<file path="config.mk">
export PLATFORM = sky130hd
export DESIGN_NAME = keypad_scanner
export DESIGN_NICKNAME = d
export VERILOG_FILES = /design/src/rtl/keypad_scanner.sv
export SDC_FILE = /design/constraint.sdc
export NUM_CORES = 1
export LEC_CHECK = 0
export ABC_AREA = 1
export BUFFER_PORTS_ARGS = -buffer_cell sky130_fd_sc_hd__buf_4
export CORE_MARGIN = 2
export CORE_UTILIZATION = 30
export DETAILED_ROUTE_END_ITERATION = 8
export HOLD_SLACK_MARGIN = 0.06
export SETUP_SLACK_MARGIN = 0.5
export SLEW_MARGIN = 30
export SYNTH_ARGS = -nofsm -noshare
export SYNTH_HDL_FRONTEND = slang
export SYNTH_SLANG_ARGS = --single-unit
</file>
<file path="constraint.sdc">
create_clock -name clkin -period 6.5 [get_ports clkin]
set_clock_uncertainty 0.2 [all_clocks]
set_input_delay 0 -clock clkin [delete_from_list [all_inputs] [get_ports clkin]]
set_output_delay 0 -clock clkin [all_outputs]
set_load 0.01 [all_outputs]
</file>
<file path="src/rtl/keypad_scanner.sv">
// keypad_scanner: rotates an active-low column drive across a 4x4 keypad, classifies
// each full scan, debounces by whole-scan agreement and packs accepted hex codes.
module keypad_scanner #(
  parameter int SCAN_DIV       = 100000,
  parameter int DEBOUNCE_SCANS = 4
) (
  input  logic        clkin,
  input  logic        keypad_reset_n,
  input  logic [3:0]  row_in,
  output logic [3:0]  col_out,
  output logic [3:0]  key_code,
  output logic        key_valid,
  output logic        key_held,
  output logic [15:0] word_out,
  output logic        word_ready
);

  localparam int               CNT_W      = (SCAN_DIV > 1) ? $clog2(SCAN_DIV) : 1;
  localparam logic [CNT_W-1:0] DWELL_LAST = CNT_W'(SCAN_DIV - 1);
  localparam logic [3:0]       DEB_THR    = 4'(DEBOUNCE_SCANS);

  typedef enum logic [1:0] {
    RES_NONE  = 2'd0,
    RES_KEY   = 2'd1,
    RES_MULTI = 2'd2
  } scan_res_t;

  typedef enum logic {
    ST_IDLE    = 1'b0,
    ST_PRESSED = 1'b1
  } state_t;

  function automatic logic [3:0] sat_inc4(input logic [3:0] v);
    return (v == 4'hF) ? v : v + 4'd1;
  endfunction

  function automatic logic [1:0] onehot_idx(input logic [3:0] v);
    logic [1:0] idx;
    idx = 2'd0;
    if (v[1]) idx = 2'd1;
    if (v[2]) idx = 2'd2;
    if (v[3]) idx = 2'd3;
    return idx;
  endfunction

  // Pmod KYPD legend, indexed by {row, column}.
  function automatic logic [3:0] key_map(input logic [1:0] r, input logic [1:0] c);
    logic [3:0] code;
    code = 4'h0;
    case ({r, c})
      4'h0: code = 4'h1;
      4'h1: code = 4'h2;
      4'h2: code = 4'h3;
      4'h3: code = 4'hA;
      4'h4: code = 4'h4;
      4'h5: code = 4'h5;
      4'h6: code = 4'h6;
      4'h7: code = 4'hB;
      4'h8: code = 4'h7;
      4'h9: code = 4'h8;
      4'hA: code = 4'h9;
      4'hB: code = 4'hC;
      4'hC: code = 4'h0;
      4'hD: code = 4'hF;
      4'hE: code = 4'hE;
      4'hF: code = 4'hD;
    endcase
    return code;
  endfunction

  logic [3:0]       row_p0, row_p1;
  logic [CNT_W-1:0] dwell_cnt;
  logic [1:0]       col_idx;
  logic             tick, scan_end;

  logic [3:0]       rows_low;
  logic             one_row;
  scan_res_t        acc_kind, acc_kind_nx;
  logic [3:0]       acc_code, acc_code_nx;

  scan_res_t        cand_kind, cand_kind_nx;
  logic [3:0]       cand_code, cand_code_nx;
  logic [3:0]       agree_cnt, agree_nx;
  logic             same_res;

  state_t           state, state_nx;
  logic [3:0]       key_code_nx;
  logic             key_held_nx, key_valid_nx, word_ready_nx;
  logic [15:0]      word_nx;
  logic [1:0]       nib_cnt, nib_nx;

  // Stage p0/p1: two-flop synchronizer on the asynchronous rows
  always_ff @(posedge clkin) begin
    if (!keypad_reset_n) begin
      row_p0 <= 4'hF;
      row_p1 <= 4'hF;
    end else begin
      row_p0 <= row_in;
      row_p1 <= row_p0;
    end
  end

  // Column dwell timing
  assign tick     = (dwell_cnt == DWELL_LAST);
  assign scan_end = tick && (col_idx == 2'd3);

  always_ff @(posedge clkin) begin
    if (!keypad_reset_n) begin
      dwell_cnt <= '0;
      col_idx   <= 2'd0;
    end else if (tick) begin
      dwell_cnt <= '0;
      col_idx   <= col_idx + 2'd1;
    end else begin
      dwell_cnt <= dwell_cnt + CNT_W'(1);
    end
  end

  assign col_out = ~(4'b0001 << col_idx);

  // Fold the current column's rows into the running scan result.
  always_comb begin
    rows_low    = ~row_p1;
    one_row     = (rows_low != 4'h0) && ((rows_low & (rows_low - 4'h1)) == 4'h0);
    acc_kind_nx = acc_kind;
    acc_code_nx = acc_code;
    if (rows_low == 4'h0) begin
      acc_kind_nx = acc_kind;
    end else if (one_row && (acc_kind == RES_NONE)) begin
      acc_kind_nx = RES_KEY;
      acc_code_nx = key_map(onehot_idx(rows_low), col_idx);
    end else begin
      acc_kind_nx = RES_MULTI;
      acc_code_nx = 4'h0;
    end
  end

  // Whole-scan agreement against the stored candidate
  always_comb begin
    same_res     = (acc_kind_nx == cand_kind) && (acc_code_nx == cand_code);
    cand_kind_nx = acc_kind_nx;
    cand_code_nx = acc_code_nx;
    agree_nx     = 4'd1;
    if (same_res) begin
      cand_kind_nx = cand_kind;
      cand_code_nx = cand_code;
      agree_nx     = sat_inc4(agree_cnt);
    end
  end

  always_ff @(posedge clkin) begin
    if (!keypad_reset_n) begin
      acc_kind  <= RES_NONE;
      acc_code  <= 4'h0;
      cand_kind <= RES_NONE;
      cand_code <= 4'h0;
      agree_cnt <= 4'h0;
    end else if (tick) begin
      if (scan_end) begin
        acc_kind  <= RES_NONE;
        acc_code  <= 4'h0;
        cand_kind <= cand_kind_nx;
        cand_code <= cand_code_nx;
        agree_cnt <= agree_nx;
      end else begin
        acc_kind  <= acc_kind_nx;
        acc_code  <= acc_code_nx;
      end
    end
  end

  // Press/release FSM; MULTI results can neither accept nor release.
  always_comb begin
    state_nx      = state;
    key_code_nx   = key_code;
    key_held_nx   = key_held;
    key_valid_nx  = 1'b0;
    word_nx       = word_out;
    nib_nx        = nib_cnt;
    word_ready_nx = 1'b0;
    if (scan_end) begin
      case (state)
        ST_IDLE: begin
          if ((cand_kind_nx == RES_KEY) && (agree_nx >= DEB_THR)) begin
            state_nx      = ST_PRESSED;
            key_code_nx   = cand_code_nx;
            key_held_nx   = 1'b1;
            key_valid_nx  = 1'b1;
            word_nx       = {word_out[11:0], cand_code_nx};
            nib_nx        = nib_cnt + 2'd1;
            word_ready_nx = (nib_cnt == 2'd3);
          end
        end
        ST_PRESSED: begin
          if ((cand_kind_nx == RES_NONE) && (agree_nx >= DEB_THR)) begin
            state_nx    = ST_IDLE;
            key_held_nx = 1'b0;
          end
        end
      endcase
    end
  end

  // Stage p2: registered outputs, all updated together after the scan-end tick
  always_ff @(posedge clkin) begin
    if (!keypad_reset_n) begin
      state      <= ST_IDLE;
      key_code   <= 4'h0;
      key_held   <= 1'b0;
      key_valid  <= 1'b0;
      word_out   <= 16'h0000;
      nib_cnt    <= 2'd0;
      word_ready <= 1'b0;
    end else begin
      state      <= state_nx;
      key_code   <= key_code_nx;
      key_held   <= key_held_nx;
      key_valid  <= key_valid_nx;
      word_out   <= word_nx;
      nib_cnt    <= nib_nx;
      word_ready <= word_ready_nx;
    end
  end

endmodule

</file>
==> flow_metrics.env <==
export IMPL_wirelength_um=6900
export IMPL_synth_flop_cell="dfxtp_1"
export IMPL_layout_nets=460
export IMPL_layout_drive_gt1_share_pct=15.6
export IMPL_syn_nets=428
export IMPL_clk_latency_ns=0.34
export IMPL_layout_area_overhead_vs_synth_pct=18.4
export IMPL_htreeDepth=3
export IMPL_start_util_pct=30.4
export IMPL_cts_setup_buffers=0
export IMPL_critPathTopFamily="simple AND/OR/NAND/NOR gates"
export IMPL_tritoncts="done"
export IMPL_root_buffer="clkbuf_8"
export IMPL_cp_max_fo=22
export IMPL_startpoint="col_idx[0]$_SDFFE_PN0N_"
export IMPL_hold_viol=0
export IMPL_fin_crit_ns=2.88
export IMPL_cp_slowest_stage_delay_ns=0.44
export IMPL_dp_hpwl_um=4780
export IMPL_crit_arrival_ns=2.87
export IMPL_p_leak_nw=1.51
export IMPL_clock_sinks=65
export IMPL_die_width_um=105
export IMPL_reg2reg_slack_ns=3.62
export IMPL_max_freq_mhz=347
export IMPL_n_antenna_cell=0
export IMPL_critPathLaunchType="flop"
export IMPL_cts_buffer_depth=2
export IMPL_max_slew_margin_pct=42.2
export IMPL_endpoint_kind="flop"
export IMPL_vias_per_cell=4.75
export IMPL_ys_seq_area_share_pct=42.2
export IMPL_clkTransAtPathRegs_ns=0.07
export IMPL_syn_area_um2=3090
export IMPL_ys_ff_latch=65
export IMPL_wl_per_cell_um=11.8
export IMPL_drt_initial_drc_count=140
export IMPL_crit_chain="inv_1 -> ha_1 -> o21ai_0 -> nand2_1 -> nand3_1 -> nand2_1 -> nand2_1 -> nand2_1 -> inv_1 -> nand4_1 -> nand2_2 -> nand3_4 -> nand2_1 -> a21oi_1"
export IMPL_hold_path_class="primary input to flop"
export IMPL_grt_max_degree=30
export IMPL_reg2regPathDepth=14
export IMPL_route_detailed_drc=0
export IMPL_ys_types=36
export IMPL_drtPass1Iterations=4
export IMPL_core_region_area_um2=10100
export IMPL_grt_total_usage_pct=13.1
export IMPL_crit_path_frequent_cell="nand2_1"
export IMPL_yosysWarnings=0
export IMPL_critical_path_cell_count=14
export IMPL_overflow=0
export IMPL_drv_cap=0
export IMPL_crit_required_ns=6.49
export IMPL_ios=33
export IMPL_async_flop_share_pct=0
export IMPL_fillers=1059
export IMPL_synthCells=413
export IMPL_place_gp_congestion=0.801
export IMPL_path_buf_inv=2
export IMPL_reg2reg_to="key_code[2]$_SDFFE_PN0P_"
export IMPL_setup_tns_ns=0
export IMPL_ir_drop_uv=83.2
export IMPL_setup_violations=0
export IMPL_synth_avg_cell_area_um2=7.47
export IMPL_tightest_slew_ns=0.866
export IMPL_placedCellCount=565
export IMPL_vias=2781
export IMPL_antenna_found_initial=0
export IMPL_yosys_area_top_type_share_pct=42.2
export IMPL_ys_top_cells_by_count="nand2_1, dfxtp_1, inv_1"
export IMPL_first_global_vias=2655
export IMPL_timing_hold_ws_ns=0.187
export IMPL_cts_made_buffers=9
export IMPL_powerDensity_nw_per_um2=228
export IMPL_ant_nets=0
export IMPL_rsz0062_at_grt="no"
export IMPL_critPathKind="flop to flop"
export IMPL_crit_path_top_delay_cell="dfxtp_1"
export IMPL_rows=37
export IMPL_dieArea_um2=11100
export IMPL_grt_pass1_wl_um=11700
export IMPL_drv_slew=0
export IMPL_rr_startpoint="col_idx[0]$_SDFFE_PN0N_"
export IMPL_yosysMostFrequentCell="nand2_1"
export IMPL_fin_cells=585
export IMPL_crit_end="key_code[2]$_SDFFE_PN0P_"
export IMPL_period_share_pct=44.4
export IMPL_yosysTopAreaCell="dfxtp_1"
export IMPL_outcome="finished, final reports clean"
export IMPL_synth_edf_count=0
export IMPL_synthTopCellsByArea="dfxtp_1, nand2_1, inv_1, a21oi_1, nand4_1"
export IMPL_fp_dieH_um=105
export IMPL_io_buffer_count=32
[report_power, final]
group	leakage [nW]	internal (mW)	switching, mW	total [mW]
clock	0.106	0.224	0.153	0.377
combinational	0.876	0.0171	0.0355	0.0526
sequential	0.526	0.402	0.00262	0.405
total	1.51	0.643	0.191	0.834
[layout make-up]
type                            count  area (um^2)  area share [%]
Inverter                           53          199            5.45
Multi-Input combinational cell    278         1480            40.4
Clock buffer                       12          145            3.97
Tap cell                          136          170            4.66
Clock inverter                      3         65.1            1.78
Sequential cell                    65         1300            35.6
Timing Repair Buffer               38          298            8.15
[worst min-delay path by stage]
stage / end / from / depth (start not counted) / slack [ns]
after detailed placement: row_p0[2]$_SDFF_PN1_ / row_in[2] / 2 / -0.01
after floorplan: row_p0[0]$_SDFF_PN1_ / row_in[0] / 1 / -0.09
after global routing: row_p0[0]$_SDFF_PN1_ / row_in[0] / 3 / 0.21
final: row_p0[0]$_SDFF_PN1_ / row_in[0] / 3 / 0.19
after CTS: row_p0[3]$_SDFF_PN1_ / row_in[3] / 3 / 0.18
after global placement: row_p0[2]$_SDFF_PN1_ / row_in[2] / 2 / -0.01
[placed cells by master (no fill, tap or decap), types with 3 or more instances in the layout]
| master | instances |
|---|---|
| clkbuf_8 | 10 |
| nor3_1 | 6 |
| o21ai_0 | 19 |
| nor2_2 | 5 |
| nor3b_1 | 3 |
| or2_2 | 10 |
| buf_4 | 33 |
| nor4_1 | 4 |
| nand2_1 | 86 |
| inv_1 | 52 |
| dfxtp_1 | 65 |
| nand4_1 | 25 |
| a21oi_1 | 38 |
| nor2_1 | 21 |
| dlygate4sd3_1 | 5 |
| nand3_1 | 28 |
| ha_1 | 9 |
[flip-flops by register name (all words and copies together) (netlist names), 2 cells and up]
| signal | flops |
|---|---|
| acc_code | 4 |
| acc_kind | 2 |
| agree_cnt | 4 |
| cand_code | 4 |
| cand_kind | 2 |
| col_idx | 2 |
| dwell_cnt | 17 |
| key_code | 3 |
| nib_cnt | 2 |
| row_p0 | 4 |
| row_p1 | 4 |
| word_out | 13 |
[logic make-up after synthesis]
family | synth area share [%]
DFF | 42.2
xor gates and xnor gates | 1.14
buffers and inverters | 10.0
and+or+nand+nor | 30.8
adders and majority gates | 3.65
AOI/OAI and AO/OA | 11.9
muxes | 0.324
[through the flow]
step / util (%) / worst slack [ns] / power (mW) / area [um^2]
6_report: 36.0 / 3.62 / 0.834 / 3650
5_1_grt: 36.0 / 3.32 / 0.864 / 3650
4_1_cts: 36.0 / 3.61 / 0.841 / 3650
3_5_place_dp: 33.5 / 3.62 / 0.464 / 3390
3_3_place_gp: 33.5 / 3.71 / 0.463 / 3390
2_1_floorplan: - / 4.22 / 0.451 / 3090
[worst min-delay path: stages]
cell	delay, ns
dlygate4sd3_1	0.52
buf_4	0.09
or2_2	0.08
[timing repair]
action,4_1_cts,5_1_grt
hold buffers,5,0
gates resized for setup,0,0
endpoints found under the hold margin,23,0
[metal layers]
metal	wire length (um)	GRT usage (%)	vias to the layer above	share of wire (%)
met5	0	0	-	0
met4	118	6.00	0	1.7
met3	282	2.97	9	4.1
met2	3320	21.8	52	48
met1	3170	15.9	1289	46
li1	-	-	1431	-
Note: power is estimated with default switching activity, not from simulation.
